File: src/rtl/upower_pkg.sv
// Shared types and constants for the uPower sequencing controller.
package upower_pkg;

    typedef enum logic [2:0] {
        S_IDLE,
        S_FETCH,
        S_DECODE,
        S_EXEC,
        S_MEM,
        S_WB,
        S_FAULT
    } upower_state_t;

    localparam logic [1:0] PC_SEQ = 2'd0;
    localparam logic [1:0] PC_BR  = 2'd1;
    localparam logic [1:0] PC_JMP = 2'd2;

    localparam logic [5:0] OPC_B  = 6'd18;

endpackage

File: src/rtl/upower_wait_timer.sv
// Memory-stall watchdog: counts consecutive not-ready wait cycles.
module upower_wait_timer #(
    parameter int MEM_TIMEOUT = 15
) (
    input  logic i_clock,
    input  logic i_reset_n,
    input  logic i_clr,
    input  logic i_en,
    output logic o_expired
);

    logic [7:0] r_cnt;

    always_ff @(posedge i_clock) begin
        if (!i_reset_n) begin
            r_cnt <= '0;
        end else if (i_clr) begin
            r_cnt <= '0;
        end else if (i_en) begin
            r_cnt <= r_cnt + 8'd1;
        end
    end

    // Fires on the wait cycle whose increment would reach the limit.
    assign o_expired = i_en && (r_cnt == 8'(MEM_TIMEOUT - 1));

endmodule

File: src/rtl/upower_seq_ctrl.sv
// Multi-cycle F/D/E/M/W sequencer with shared memory port and
// retire counter for the uPower core.
module upower_seq_ctrl
    import upower_pkg::*;
#(
    parameter int MEM_TIMEOUT = 15,
    parameter int RET_W       = 32
) (
    input  logic             clock,
    input  logic             reset_n,
    input  logic             start,
    input  logic             stop,
    input  logic             is_load,
    input  logic             is_store,
    input  logic             is_branch,
    input  logic             is_jump,
    input  logic             reg_write,
    input  logic             alu_zero,
    input  logic             mem_ready,
    output logic             mem_req,
    output logic             mem_we,
    output logic             mem_addr_sel,
    output logic             ir_we,
    output logic             reg_we,
    output logic             pc_we,
    output logic [1:0]       pc_sel,
    output logic             busy,
    output logic             fault,
    output logic [RET_W-1:0] retired
);

    upower_state_t r_state;
    upower_state_t w_next;

    logic r_ld;
    logic r_st;
    logic r_br;
    logic r_jp;
    logic r_rw;

    logic [RET_W-1:0] r_retired;

    logic w_wait_state;
    logic w_tm_clr;
    logic w_tm_en;
    logic w_expired;

    assign w_wait_state = (r_state == S_FETCH) || (r_state == S_MEM);
    assign w_tm_clr     = !w_wait_state || mem_ready;
    assign w_tm_en      = w_wait_state && !mem_ready;

    upower_wait_timer #(
        .MEM_TIMEOUT(MEM_TIMEOUT)
    ) u_wait_timer (
        .i_clock  (clock),
        .i_reset_n(reset_n),
        .i_clr    (w_tm_clr),
        .i_en     (w_tm_en),
        .o_expired(w_expired)
    );

    always_ff @(posedge clock) begin
        if (!reset_n) begin
            r_state   <= S_IDLE;
            r_ld      <= 1'b0;
            r_st      <= 1'b0;
            r_br      <= 1'b0;
            r_jp      <= 1'b0;
            r_rw      <= 1'b0;
            r_retired <= '0;
        end else begin
            r_state <= w_next;
            // Store beats load, jump beats branch when both are flagged.
            if (r_state == S_DECODE) begin
                r_st <= is_store;
                r_ld <= is_load && !is_store;
                r_jp <= is_jump;
                r_br <= is_branch && !is_jump;
                r_rw <= reg_write;
            end
            if (pc_we) begin
                r_retired <= r_retired + 1'b1;
            end
        end
    end

    always_comb begin
        w_next       = r_state;
        mem_req      = 1'b0;
        mem_we       = 1'b0;
        mem_addr_sel = 1'b0;
        ir_we        = 1'b0;
        reg_we       = 1'b0;
        pc_we        = 1'b0;
        pc_sel       = PC_SEQ;
        unique case (r_state)
            S_IDLE: begin
                if (start) begin
                    w_next = S_FETCH;
                end
            end
            S_FETCH: begin
                mem_req = 1'b1;
                if (mem_ready) begin
                    ir_we  = 1'b1;
                    w_next = S_DECODE;
                end else if (w_expired) begin
                    w_next = S_FAULT;
                end
            end
            S_DECODE: begin
                w_next = S_EXEC;
            end
            S_EXEC: begin
                if (r_ld || r_st) begin
                    w_next = S_MEM;
                end else if (r_rw) begin
                    w_next = S_WB;
                end else begin
                    pc_we = 1'b1;
                    if (r_jp) begin
                        pc_sel = PC_JMP;
                    end else if (r_br && alu_zero) begin
                        pc_sel = PC_BR;
                    end
                    w_next = stop ? S_IDLE : S_FETCH;
                end
            end
            S_MEM: begin
                mem_req      = 1'b1;
                mem_addr_sel = 1'b1;
                mem_we       = r_st;
                if (mem_ready) begin
                    if (r_st) begin
                        pc_we  = 1'b1;
                        w_next = stop ? S_IDLE : S_FETCH;
                    end else begin
                        w_next = S_WB;
                    end
                end else if (w_expired) begin
                    w_next = S_FAULT;
                end
            end
            S_WB: begin
                reg_we = 1'b1;
                pc_we  = 1'b1;
                w_next = stop ? S_IDLE : S_FETCH;
            end
            S_FAULT: begin
                w_next = S_FAULT;
            end
            default: begin
                w_next = S_IDLE;
            end
        endcase
    end

    assign busy    = (r_state != S_IDLE) && (r_state != S_FAULT);
    assign fault   = (r_state == S_FAULT);
    assign retired = r_retired;

endmodule

File: config.mk
export PLATFORM = sky130hd
export DESIGN_NAME = upower_seq_ctrl
export DESIGN_NICKNAME = d
export VERILOG_FILES = /design/src/rtl/upower_pkg.sv /design/src/rtl/upower_wait_timer.sv /design/src/rtl/upower_seq_ctrl.sv
export SDC_FILE = /design/constraint.sdc
export NUM_CORES = 1
export LEC_CHECK = 0
export CORE_ASPECT_RATIO = 2
export CORE_MARGIN = 2
export CORE_UTILIZATION = 35
export CTS_BUF_LIST = sky130_fd_sc_hd__clkbuf_4 sky130_fd_sc_hd__clkbuf_8 sky130_fd_sc_hd__clkbuf_16
export DETAILED_ROUTE_END_ITERATION = 8
export PLACE_DENSITY_LB_ADDON = 0.3
export SLEW_MARGIN = 20
export SYNTH_ARGS = -nofsm -noshare
export SYNTH_HDL_FRONTEND = slang
export SYNTH_SLANG_ARGS = --single-unit
File: constraint.sdc
create_clock -name clock -period 2.3 [get_ports clock]
set_input_delay 0.46 -clock clock [delete_from_list [all_inputs] [get_ports clock]]
set_output_delay 0.46 -clock clock [all_outputs]
set_load 0.1 [all_outputs]
Word level (Yosys, flattened, before mapping)
Cells that the tools add are included.
{"block": "totals", "ff_bits": 48, "inputBits": 11, "output_inout_bits": 42}
{"block": "classes", "addsub": 2, "eq_ne": 9, "n_mux": 25, "bitwise_logic": 1, "reduce_logical": 17}
{"cell": "32-bit by 1-bit adder with 32-bit output (second input constant)", "n": 1}
{"cell": "3-bit 2-to-1 mux", "n": 7}
{"cell": "3-bit one-hot mux with 7 select lines", "n": 1}
{"cell": "1-bit 2-to-1 mux", "n": 12}
{"cell": "3-bit == test (second input constant)", "n": 3}
{"cell": "8-bit by 1-bit adder with 8-bit output (second input constant)", "n": 1}
{"cell": "8-bit by 4-bit == test with 1-bit output (second input constant)", "n": 1}
{"cell": "2-bit 2-to-1 mux", "n": 4}
{"cell": "3-bit by 2-bit == test with 1-bit output (second input constant)", "n": 2}
{"cell": "1-bit logical AND", "n": 6}
{"cell": "1-bit logical NOT", "n": 4}
{"cell": "2-bit OR reduction", "n": 2}
{"cell": "3-bit by 1-bit == test with 1-bit output (second input constant)", "n": 1}
{"cell": "3-bit logical NOT", "n": 1}
{"cell": "1-bit logical OR", "n": 3}
{"cell": "3-bit != test (second input constant)", "n": 1}
{"cell": "1-bit one-hot mux with 3 select lines", "n": 1}
{"cell": "3-bit nonzero test", "n": 1}
{"cell": "2-bit != test (second input constant)", "n": 1}
{"cell": "1-bit inverter", "n": 1}

Depth between registers and ports, before layout
Gate-level depths: netlist (run 1).
{"block": "depth", "word_depth": 7, "depth_mapped": 7}

Hierarchy
A second synthesis (run 1) with hierarchy kept.
{"block": "unflattened", "cells_unflattened": 313, "hier_area_um2": 2625.0}
{"mod": "upower_seq_ctrl", "n_inst": 1, "cells_each": 270, "area_per_inst_um2": 2240.9, "seq_area_each_um2": 800.8}
{"mod": "upower_wait_timer", "n_inst": 1, "cells_each": 43, "area_per_inst_um2": 384.1, "seq_area_each_um2": 160.2}

Worst setup path before layout (run 1)
Ideal clock, no wire load.
{"block": "synth_timing", "path_type": "register -> output", "start": "reg r_st", "end": "out pc_sel[0]", "arrival_time_ps": 3682, "required_time_ps": 1840, "slack_ps": -1842, "path_stages_with_launch": 3, "path_buffers": 0, "cell_sequence": "dfxtp_1 -> or3b_4 -> nor4_1"}
{"block": "synth_between", "elab_chain_cells": 3}
{"element": "start: declaration", "line": "upower_seq_ctrl.sv:36", "rtl": "logic r_st;"}
{"element": "start signal: assignment", "line": "upower_seq_ctrl.sv:75", "rtl": "r_st <= is_store;"}
{"element": "1-bit logical OR", "line": "upower_seq_ctrl.sv:115", "rtl": "if (r_ld || r_st) begin"}
{"element": "2-bit 2-to-1 mux", "line": "upower_seq_ctrl.sv:115"}
{"element": "2-bit 2-to-1 mux", "line": "upower_seq_ctrl.sv:96", "rtl": "unique case (r_state)"}
{"element": "end: declaration", "line": "upower_seq_ctrl.sv:26", "rtl": "output logic [1:0] pc_sel,"}
Every way passes these cells.

Worst setup path in the final report (run 1)
{"block": "layout_timing", "start": "reg r_ld", "end": "out pc_we"}
{"block": "layout_between", "elab_chain_cells": 3}
{"element": "start: declaration", "line": "upower_seq_ctrl.sv:35", "rtl": "logic r_ld;"}
{"element": "start signal: assignment", "line": "upower_seq_ctrl.sv:76", "rtl": "r_ld <= is_load && !is_store;"}
{"element": "1-bit logical OR", "line": "upower_seq_ctrl.sv:115"}
{"element": "1-bit 2-to-1 mux", "line": "upower_seq_ctrl.sv:115"}
{"element": "1-bit one-hot mux with 3 select lines", "line": "upower_seq_ctrl.sv:96"}
{"element": "end: declaration", "line": "upower_seq_ctrl.sv:25", "rtl": "output logic pc_we,"}
Every way passes these cells.

==> impl_metrics.ini, run 1 <==
[yosys]
synth_ff_type = dfxtp_1
synth_cell_types = 43
synth_edf_count = 0
yosysMostFrequentCell = dfxtp_1
syn_area_sq_mm = 0.00235
syn_inst = 283
yosysWarningCount = 0
ys_seq_area_share_pct = 40.8
synth_top_area_share_pct = 40.8
synthTopCellsByArea = dfxtp_1 (41%), nor2_1 (5.3%), a21oi_1 (4.7%)
synth_area_per_cell_sq_um = 8.32
yosysTopAreaCell = dfxtp_1
ys_async_sr_fraction_pct = 0
synth_nets = 297
synth_seq_cells = 48
synthTopCellsByCount = dfxtp_1 (48), nor2_1 (33), a21oi_1 (22), nand2_1 (21), nand3_1 (20)

[place]
port_buffers = 52
post-place-ws_ns = -0.0389
post_dp_cell_area_sq_mm = 0.00320
place_congestion = 0.820
hpwl_microns = 4860

[worst_setup_path]
cp_max_fo = 4
worstSetupEndpoint = pc_we
r2r-start = r_ld
reg2reg_depth = 5
regToRegEndpoint = retired[28]
worstSetupPathType = reg2out
crit_required_ns = 1.84
end_kind = output pin
cp-start-kind = flip-flop
cp-startpoint = r_ld
r2r_slack_ns = 0.22
critPathArrivalTime_ns = 1.78

[sta]
fmax_ghz = 0.446
rsz0062_at_grt = no
fin_crit_sh_pct = 97.4
post-route-min-period_ns = 2.24
relSlewSlack_pct = 64.5
worst_pin_slew_ns = 0.528
whs_ns = 0.457
setup_ws_ns = 0.0599
drv_slew = 0
skew_ns = 0.00510
finalHoldViolCount = 0
finalSetupViolations = 0

[global_routing]
grt_pass1_wl_microns = 10200
grt_pass1_vias = 2183
gr-total-overflow = 0
grt_usage_pct = 18.1
grt_max_degree = 34
grt_antenna_before_repair = 0

[floorplanning]
die-area_sq_mm = 0.00744
core_sq_mm = 0.00657
start_util_pct = 35.8
pin_count = 53
row_count = 42
die_x_microns = 62.0
die_y_microns = 120

[cts]
cts-root-buf = clkbuf_16
cts_sinks = 48
clk_latency_ns = 0.28
cts_tree = yes
clkTransAtPathRegs_ns = 0.06
ctsHoldBuffers = 0
htreeDepth = 2
max-clock-path-buffers = 2
cts_made_buffers = 5

[cells_and_area]
area_growth_pct = 43.3
nets = 369
fill_cells = 627
num_antenna_cells = 0
fin_util_pct = 51.3
final_area_sq_mm = 0.00337
drive_gt1_share_pct = 30.8

[detailed_routing]
wirelength_microns = 6380
via_per_inst = 5.27
drc_errors = 0
vias = 2330
drtPass1Iterations = 5
detail-route-antenna-nets = 0
drt_iter0_drc = 78
post_drt_wl_per_cell_microns = 14.4

[run_status]
status = finished, final reports clean

[pwr]
max-vdd-ir-drop_mv = 0.442
power_mw = 2.12
power.leakage_nw = 1.23
power.density_mw_per_mm2 = 629

[run]
cap_viol_max_count = 0

[worst_hold_path]
hold_path.class = reg2reg
[stage by stage]
stage               TNS, ns  cells
finish                    0    442
global route              0    442
CTS                       0    441
detailed placement  -0.0389    435
global placement          0    435
floorplan           -0.0521    283
[worst max-delay path, cell delays in order, from the launching register on]
cell and delay (ns):
dfxtp_1 0.32, or3b_4 0.42, o32a_4 0.40, inv_6 0.08, buf_4 0.11, buf_12 0.16
[registers in the layout, indices dropped and copies added (netlist names)]
register            flops
retired                32
u_wait_timer.r_cnt      8
r_state                 3
r_br                    1
r_jp                    1
r_ld                    1
r_rw                    1
r_st                    1
[cells by family (layout without fill, tap and decap cells)]
group	Yosys count	count (layout)	synth area share, %
fa+ha+maj	3	3	1.60
flops	48	48	40.8
simple gates	140	140	32.0
xor+xnor	23	23	8.56
mux	1	1	0.425
compound gates	51	51	13.4
buf+inv	17	88	3.19
[worst min path at each step]
stage,from,end,slack [ns],cells past startpoint
2_1_floorplan,r_br,r_br,0.43,2
3_3_place_gp,r_br,r_br,0.44,2
3_5_place_dp,r_br,r_br,0.45,2
4_1_cts,r_br,r_br,0.46,2
5_1_grt,r_jp,r_jp,0.49,2
6_report,r_jp,r_jp,0.46,2
[area by class of cell]
| type | count | area [sq um] | share of cell area (%) |
|---|---|---|---|
| tap | 88 | 110 | 3.27 |
| timing repair buffer | 73 | 698 | 20.7 |
| multi-input combinational | 218 | 1380 | 41.0 |
| clock inverter | 1 | 30.0 | 0.891 |
| clock buffer | 5 | 125 | 3.71 |
| sequential | 48 | 988 | 29.3 |
| inverter | 9 | 38.8 | 1.15 |
[where the power goes]
| group | leakage (nW) | internal, mW | switching (mW) | total, mW |
|---|---|---|---|---|
| combinational | 0.754 | 0.170 | 0.294 | 0.464 |
| clock | 0.0757 | 0.501 | 0.295 | 0.795 |
| sequential | 0.399 | 0.848 | 0.0122 | 0.861 |
[layer usage]
layer / routed length [microns] / global-route usage, % / up-vias
met2: 3550 / 31.3 / 45
met5: 0 / 0 / -
met4: 192 / 8.24 / 0
li1: - / - / 1171
met3: 181 / 3.02 / 14
met1: 2450 / 20.2 / 1100
[placed cells by master, fill, tap and decap left out, types with 12 or more instances in the layout]
cell type,instances
xnor2_1,12
nor2_1,31
o21ai_0,14
dfxtp_1,26
buf_4,53
nand4_1,13
nand2_1,21
nand3_1,20
a21oi_1,21
dfxtp_2,22
[timing repair]
action                     in CTS  in global routing
setup buffers                   0                  1
gates resized for setup         0                  1
setup endpoints to repair       0                  3
No activity file was read; power rests on OpenSTA's default activity.
==> run 2: changes to the inputs <==
Settings changed: ABC_AREA set to 0, SLEW_MARGIN 20 to unset.
==> results of run 2 <==
Same layout as run 1: the final DEF is identical, and so are final timing and power.
